==> config.mk <==
export PLATFORM = sky130hd
export DESIGN_NAME = gpio_wave_seq
export DESIGN_NICKNAME = d
export VERILOG_FILES = /design/src/rtl/gpio_wave_seq.sv
export SDC_FILE = /design/constraint.sdc
export NUM_CORES = 1
export LEC_CHECK = 0
export BUFFER_PORTS_ARGS = -buffer_cell sky130_fd_sc_hd__clkbuf_2
export CORE_MARGIN = 3
export CORE_UTILIZATION = 56
export DETAILED_ROUTE_END_ITERATION = 16
export MAX_ROUTING_LAYER = met4
export PLACE_DENSITY = 0.74
export SYNTH_ARGS = -nofsm -noshare
export SYNTH_HDL_FRONTEND = slang
export SYNTH_SLANG_ARGS = --single-unit
==> constraint.sdc <==
create_clock -name clk_i -period 8.8 [get_ports clk_i]
set_clock_uncertainty 0.05 [all_clocks]
set_input_delay 0.44 -clock clk_i [delete_from_list [all_inputs] [get_ports clk_i]]
set_output_delay 0.44 -clock clk_i [all_outputs]
set_load 0.01 [all_outputs]
==> src/rtl/gpio_wave_seq.sv <==
// GPIO waveform sequencer: plays queued, timed masked-output writes
// onto the GPIO masked-out strobe/mask/data path.
//
// Ports:
//   clk_i, rst_ni            clock, async active-low reset
//   cmd_valid_i/cmd_ready_o  step push handshake
//   cmd_upper_i              0 = pins 15:0, 1 = pins 31:16
//   cmd_mask_i, cmd_data_i   masked-write fields of the step
//   cmd_hold_i               extra cycles to hold after the write
//   start_i, abort_i         playback control pulses
//   mo_lower_qe_o/upper_qe_o write strobes (registered, one-hot)
//   mo_mask_o, mo_data_o     fields for the active strobe, else 0
//   busy_o, done_o, level_o  status and FIFO occupancy
module gpio_wave_seq #(
    parameter int Depth = 8,
    parameter int HoldW = 16
) (
    input  logic                       clk_i,
    input  logic                       rst_ni,
    input  logic                       cmd_valid_i,
    output logic                       cmd_ready_o,
    input  logic                       cmd_upper_i,
    input  logic [15:0]                cmd_mask_i,
    input  logic [15:0]                cmd_data_i,
    input  logic [HoldW-1:0]           cmd_hold_i,
    input  logic                       start_i,
    input  logic                       abort_i,
    output logic                       mo_lower_qe_o,
    output logic                       mo_upper_qe_o,
    output logic [15:0]                mo_mask_o,
    output logic [15:0]                mo_data_o,
    output logic                       busy_o,
    output logic                       done_o,
    output logic [$clog2(Depth):0]     level_o
);

    localparam int AW = $clog2(Depth);
    localparam int LW = AW + 1;
    localparam int EW = 33 + HoldW;
    localparam logic [LW-1:0] FullLvl = LW'(Depth);

    localparam logic [1:0] IDLE  = 2'd0;
    localparam logic [1:0] ISSUE = 2'd1;
    localparam logic [1:0] HOLD  = 2'd2;

    logic [EW-1:0]    mem [Depth];
    logic [AW-1:0]    wr_ptr;
    logic [AW-1:0]    rd_ptr;
    logic [LW-1:0]    level;
    logic [1:0]       state;
    logic [HoldW-1:0] cnt;

    logic             push;
    logic             pop;
    logic             finish;
    logic             step_end;
    logic             has_next;

    logic             head_upper;
    logic [15:0]      head_mask;
    logic [15:0]      head_data;
    logic [HoldW-1:0] head_hold;

    assign cmd_ready_o = (level < FullLvl);
    assign level_o     = level;
    assign busy_o      = (state != IDLE);
    assign has_next    = (level != '0);

    // Abort swallows any push presented in the same cycle.
    assign push = cmd_valid_i && cmd_ready_o && !abort_i;

    assign {head_upper, head_mask, head_data, head_hold} = mem[rd_ptr];

    // The current step's time is used up at the end of this cycle:
    // either a zero-hold ISSUE or the last HOLD cycle (counter at 1).
    always_comb begin
        step_end = 1'b0;
        unique case (state)
            ISSUE:   step_end = (cnt == '0);
            HOLD:    step_end = (cnt == HoldW'(1));
            default: step_end = 1'b0;
        endcase
    end

    // Popping the head and registering its strobe happen on the same
    // edge, so the write appears in the cycle the FSM reads ISSUE.
    assign pop    = !abort_i && has_next &&
                    (((state == IDLE) && start_i) || step_end);
    assign finish = !abort_i && !has_next && step_end;

    always_ff @(posedge clk_i) begin
        if (push) begin
            mem[wr_ptr] <= {cmd_upper_i, cmd_mask_i, cmd_data_i, cmd_hold_i};
        end
    end

    always_ff @(posedge clk_i or negedge rst_ni) begin
        if (!rst_ni) begin
            wr_ptr <= '0;
            rd_ptr <= '0;
            level  <= '0;
        end else if (abort_i) begin
            wr_ptr <= '0;
            rd_ptr <= '0;
            level  <= '0;
        end else begin
            if (push) begin
                wr_ptr <= wr_ptr + AW'(1);
            end
            if (pop) begin
                rd_ptr <= rd_ptr + AW'(1);
            end
            if (push && !pop) begin
                level <= level + LW'(1);
            end else if (pop && !push) begin
                level <= level - LW'(1);
            end
        end
    end

    always_ff @(posedge clk_i or negedge rst_ni) begin
        if (!rst_ni) begin
            state         <= IDLE;
            cnt           <= '0;
            mo_lower_qe_o <= 1'b0;
            mo_upper_qe_o <= 1'b0;
            mo_mask_o     <= '0;
            mo_data_o     <= '0;
            done_o        <= 1'b0;
        end else begin
            mo_lower_qe_o <= 1'b0;
            mo_upper_qe_o <= 1'b0;
            mo_mask_o     <= '0;
            mo_data_o     <= '0;
            done_o        <= 1'b0;
            if (abort_i) begin
                state <= IDLE;
                cnt   <= '0;
            end else if (pop) begin
                state         <= ISSUE;
                cnt           <= head_hold;
                mo_lower_qe_o <= !head_upper;
                mo_upper_qe_o <= head_upper;
                mo_mask_o     <= head_mask;
                mo_data_o     <= head_data;
            end else if (finish) begin
                state  <= IDLE;
                done_o <= 1'b1;
            end else begin
                unique case (state)
                    ISSUE:   state <= HOLD;
                    HOLD:    cnt   <= cnt - HoldW'(1);
                    default: state <= state;
                endcase
            end
        end
    end

endmodule

### Word-level counts from Yosys, hierarchy flattened

Memories as Yosys holds them, arrays and structs flattened.
Cells that the tools add are included.

| operators by class | value |
|---|---|
| add/subtract/negate cells | 5 |
| magnitude comparators | 1 |
| equal/unequal tests | 4 |
| multiplexer cells | 29 |
| reduce and logical (&&, ||, !) cells | 25 |

Operators by type and width:

| cell | count |
|---|---|
| 2-to-1 mux 16 bit | 8 |
| == test 16 x 1 -> 1 bit (second input constant) | 1 |
| logical NOT 16 bit | 1 |
| subtractor 16 x 1 -> 16 bit (second input constant) | 1 |
| 2-to-1 mux 3 bit | 4 |
| 2-to-1 mux 4 bit | 3 |
| logical AND 1 bit | 9 |
| 2-to-1 mux 1 bit | 9 |
| 2-to-1 mux 2 bit | 4 |
| nonzero test 4 bit | 2 |
| adder 3 x 1 -> 3 bit (second input constant) | 2 |
| nonzero test 2 bit | 3 |
| nonzero test 3 bit | 2 |
| logical NOT 1 bit | 5 |
| adder 4 x 1 -> 4 bit (second input constant) | 1 |
| < comparator 4 bit (second input constant) | 1 |
| subtractor 4 x 1 -> 4 bit (second input constant) | 1 |
| inequality test 3 bit (second input constant) | 1 |
| == test 2 x 1 -> 1 bit (second input constant) | 1 |
| == test 2 bit (second input constant) | 1 |
| logical NOT 2 bit | 1 |
| case mux 1 bit (2 select lines) | 1 |
| AND reduction 2 bit | 1 |
| logical OR 1 bit | 1 |

| word-level totals | value |
|---|---|
| flip-flop bits (word level) | 63 |
| RAM bits | 392 |
| input bits | 54 |
| output and inout bits | 41 |
| word-level logic and storage cells | 75 |
| memories kept | 1 |

Memory list:

| name | depth | bits a word | read ports | clocked after Yosys merged registers in | wr ports | line | source |
|---|---|---|---|---|---|---|---|
| mem | 8 | 49 | 1 | 0 | 1 | 46 | `logic [EW-1:0] mem [Depth];` |

### Logic depth before layout (Yosys ltp)

| logic depth | value |
|---|---|
| depth after elaboration | 8 |
| mapped depth | 11 |
| depth with buffers taken out | 11 |

### Worst setup path before layout

OpenSTA, ideal clock, no wires.

| path | value |
|---|---|
| path kind | reg2reg |
| start point | register level[3], in the netlist level_o[3] |
| end point | memory mem[0][0] (netlist bit) (enable) |
| arrival time | 4.394 ns |
| data required time | 8.234 ns |
| path slack | 3.839 ns |
| cell stages (with the launch flop) | 5 |
| path buffers | 0 |
| clock period less this slack | 4.961 ns |
| cell sequence | dfrtp_1 -> inv_1 -> nand2_1 -> or3_1 -> nor3_1 |

| between the ends | value |
|---|---|
| cells in the longest elaborated chain, start to end | 5 |

Ends and longest elaborated chain:

| item | line | source |
|---|---|---|
| from (decl) | 49 | `logic [LW-1:0] level;` |
| from (signal assigned) | 114 | `level <= level + LW'(1);` |
| from (signal assigned) | 116 | `level <= level - LW'(1);` |
| < comparator 4 bit | 64 | `assign cmd_ready_o = (level < FullLvl);` |
| net cmd_ready_o | 21 | `output logic cmd_ready_o,` |
| logical AND 1 bit (2 in a row) | 70 | `assign push = cmd_valid_i && cmd_ready_o && !abort_i;` |
| 2-to-1 mux 1 bit | 92 | `if (push) begin` |
| 2-to-1 mux 1 bit (implied by the code) | 93 | `mem[wr_ptr] <= {cmd_upper_i, cmd_mask_i, cmd_data_i, cmd_hold_i};` |
| to (decl) | 46 |  |

The timed path passes the listed nets, and every way through them passes these cells.

### Worst setup path after layout

| path | value |
|---|---|
| start point | register level[1], in the netlist level_o[1] |
| end point | register level[3], in the netlist level_o[3] |

| between the ends | value |
|---|---|
| cells in the longest elaborated chain, start to end | 7 |
| elaborated cells on any way between the ends | 16 |
| those cells by class | add/sub (2); order compare (1); mux (3); reduce/logical (10) |

Ends and longest elaborated chain:

| item |
|---|
| parallel branches: the longest is 7 deep, another holds < comparator 4 bit |

Several ways; the timed one is not identified. The select of a mux whose other input is x is not followed.
A chain may end at the register's enable or synchronous reset.

==> out/qor.txt <==
Synth Warn # -> 0
R2R cell count -> 9
Critical Path Start Type -> flop
Clock transition at path regs -> 60 ps
power per cell area -> 282 nW/um^2
number of nets in the layout -> 1052
Storage cell area -> 13400 sq um
commonest non-fill, non-tap cells in the layout -> edfxtp_1, mux4_2, clkbuf_2
share of layout cells above drive strength 1 -> 29.2%
count of pins over their slew limit -> 0
Fmax -> 286 MHz
Syn-to-layout area delta -> 13.9%
largest net degree at the start of global routing -> 60
leak pwr -> 6.76 nW
outcome -> completed
die footprint -> 33600 sq um
crit path cell chain -> nor4_2 -> o21ai_0 -> a21oi_2 -> nand2_1 -> ha_1 -> a21o_1 -> a21o_1 -> or4_1 -> a31oi_1
DP Cell Count -> 1335
routed wire length per instance -> 24.3 um
ys flop type -> edfxtp_1
Buf/Inv on CP -> 0
CP most frequent cell -> a21o_1
routability cong. -> 0.872
Synth Instances -> 867
vias in the first global route -> 9084
Hold Violations, Final -> 0
number of fill cells in the layout -> 2019
Row Count -> 64
GR Overflow Total -> 0
Post-synth EDFFs -> 392
CP Max Fanout -> 10
Crit path max-delay family -> compound AO/OA/AOI/OAI gates
CTS H-tree lvls -> 2
Hold Crit Class -> input pin to flop
minimum clock period -> 3490 ps
hold_buf cts -> 1
Worst path max stage delay -> 650 ps
slowest cell on the critical path -> nor4_2
number of max-cap violations -> 0
Sink Count -> 455
Starting DRT DRC Count -> 694
Global Route Usage Sum -> 22.1%
CTS max path bufs -> 3
Avg Synthesized Cell Area -> 20.3 sq um
CP endpoint -> level_o[3]
Synth async-reset ratio -> 13.8%
Seq/Total Area, Yosys -> 75.8%
multi-input logic area -> 4100 sq um
Ports -> 95
Clock Latency Late Sink -> 530 ps
Seq cells post-synth -> 455
Netlist Area Pre-Place -> 17600 sq um
final WL -> 34500 um
Die Wd -> 183 um
Post-CTS Setup Bufs -> 0
design area -> 20100 sq um
flop2flop setup slack -> 5310 ps
clk root buf -> clkbuf_16
DRC -> 0
DPL Wire Length -> 18600 um
CP required -> 9200 ps
first-pass GRT wire length -> 54400 um
via/cell ratio -> 6.07
Final Power -> 5.66 mW
post-synth cell types -> 53
Critical Path Sink Type -> flop
crit path from -> level_o[1]
pin slew with the least headroom to its limit -> 943 ps
placed cell areas -> 18600 sq um
RR Startpoint -> level_o[1]
first drt pass iteration count -> 5
Resized cells post-CTS -> 0
Fin Setup TNS -> 0 ps
WS Path Type -> flop to flop
Syn Nets -> 932
CTS tree -> yes
RSZ-0062 raised after global routing -> false
initial antenna violation count -> 3
Vias -> 8642
number of buffers created by CTS -> 45
commonest non-fill, non-tap cell in the layout -> edfxtp_1
Finish-stage setup viols -> 0
WP depth -> 9
reg-to-reg endpoint -> level_o[3]
core area -> 30800 sq um
DIE HEIGHT -> 183 um
Initial Util -> 57.2%
Tcrit/Tclk final -> 39.7%
final non-filler cell total -> 1423
worst vdd ir -> 0.234 mV
relative slew slack -> 37.2%
CP arrival -> 3900 ps
Routed Antenna Nets -> 0
# port buffers -> 94
==> sequential cells by signal (all words and copies together) (netlist names) <==
register / count
mem: 392
cnt: 16
mo_data_o: 16
mo_mask_o: 16
level_o: 4
rd_ptr: 3
wr_ptr: 3
state: 2
done_o: 1
mo_lower_qe_o: 1
mo_upper_qe_o: 1
==> through the flow <==
step | hold WS [ps] | setup WS (ps) | utilization (%)
after floorplan | 94.4 | 3840 | -
after global placement | 304 | 5510 | 60.4
after detailed placement | 305 | 5400 | 60.4
after CTS | 111 | 5380 | 65.1
after global routing | 120 | 5180 | 65.1
final | 129 | 5310 | 65.1
==> synth_stat cells, drive strengths merged (6+ instances only) <==
cell / count / area [sq um]
a22o: 6 / 52.6
a22oi: 6 / 45.0
buf: 19 / 87.6
clkbuf: 20 / 75.1
dfrtp: 63 / 1580
edfxtp: 392 / 11800
ha: 10 / 125
inv: 20 / 75.1
mux2i: 54 / 541
mux4: 98 / 2210
nand2: 21 / 78.8
nand3: 6 / 30.0
nor2: 62 / 233
nor3: 10 / 55.1
nor4: 8 / 86.3
or4: 6 / 48.8
==> layer usage <==
layer | track usage, % | up-vias | wire length, um
met4 | 5.30 | 0 | 619
met1 | 30.4 | 4511 | 14200
li1 | - | 3782 | -
met5 | - | - | 0
met2 | 35.1 | 295 | 17400
met3 | 4.28 | 54 | 2330
==> area by class of cell <==
type                            instances  share of cell area (%)
Sequential cell                       455                    66.5
Clock buffer                           66                    6.41
Timing Repair Buffer                  112                    3.04
Multi-Input combinational cell        353                    20.4
Clock inverter                         18                   0.735
Tap cell                              396                    2.47
Antenna cell                            3                  0.0374
Inverter                               20                   0.374
==> worst min-delay path by stage <==
stage	slack, ps	cells past startpoint	endpoint	startpoint
floorplan	90	0	cnt[0]	rst_ni
global placement	300	1	state[0]	rst_ni
detailed placement	300	1	state[0]	rst_ni
CTS	110	1	mem[4][16]	cmd_data_i[0]
global route	120	1	mem[5][38]	cmd_mask_i[6]
finish	130	1	mem[7][46]	cmd_mask_i[14]
==> where the power goes <==
| group | internal [mW] | switching (mW) | total (mW) |
|---|---|---|---|
| Clock | 1.08 | 0.754 | 1.83 |
| Combinational | 0.583 | 0.652 | 1.24 |
| Sequential | 2.48 | 0.108 | 2.59 |
| Total | 4.14 | 1.51 | 5.66 |
==> logic make-up (layout without fill, tap and decap cells) <==
kind of cell | Yosys count | in the layout | share of synthesized area (%)
flops | 455 | 455 | 75.8
mux | 154 | 154 | 15.7
simple gates | 133 | 133 | 3.78
buf+inv | 59 | 216 | 1.35
compound gates | 51 | 51 | 2.37
fa+ha+maj | 11 | 11 | 0.824
xor+xnor | 4 | 4 | 0.199
other cells | 0 | 3 | 0
No activity file was read; power rests on OpenSTA's default activity.
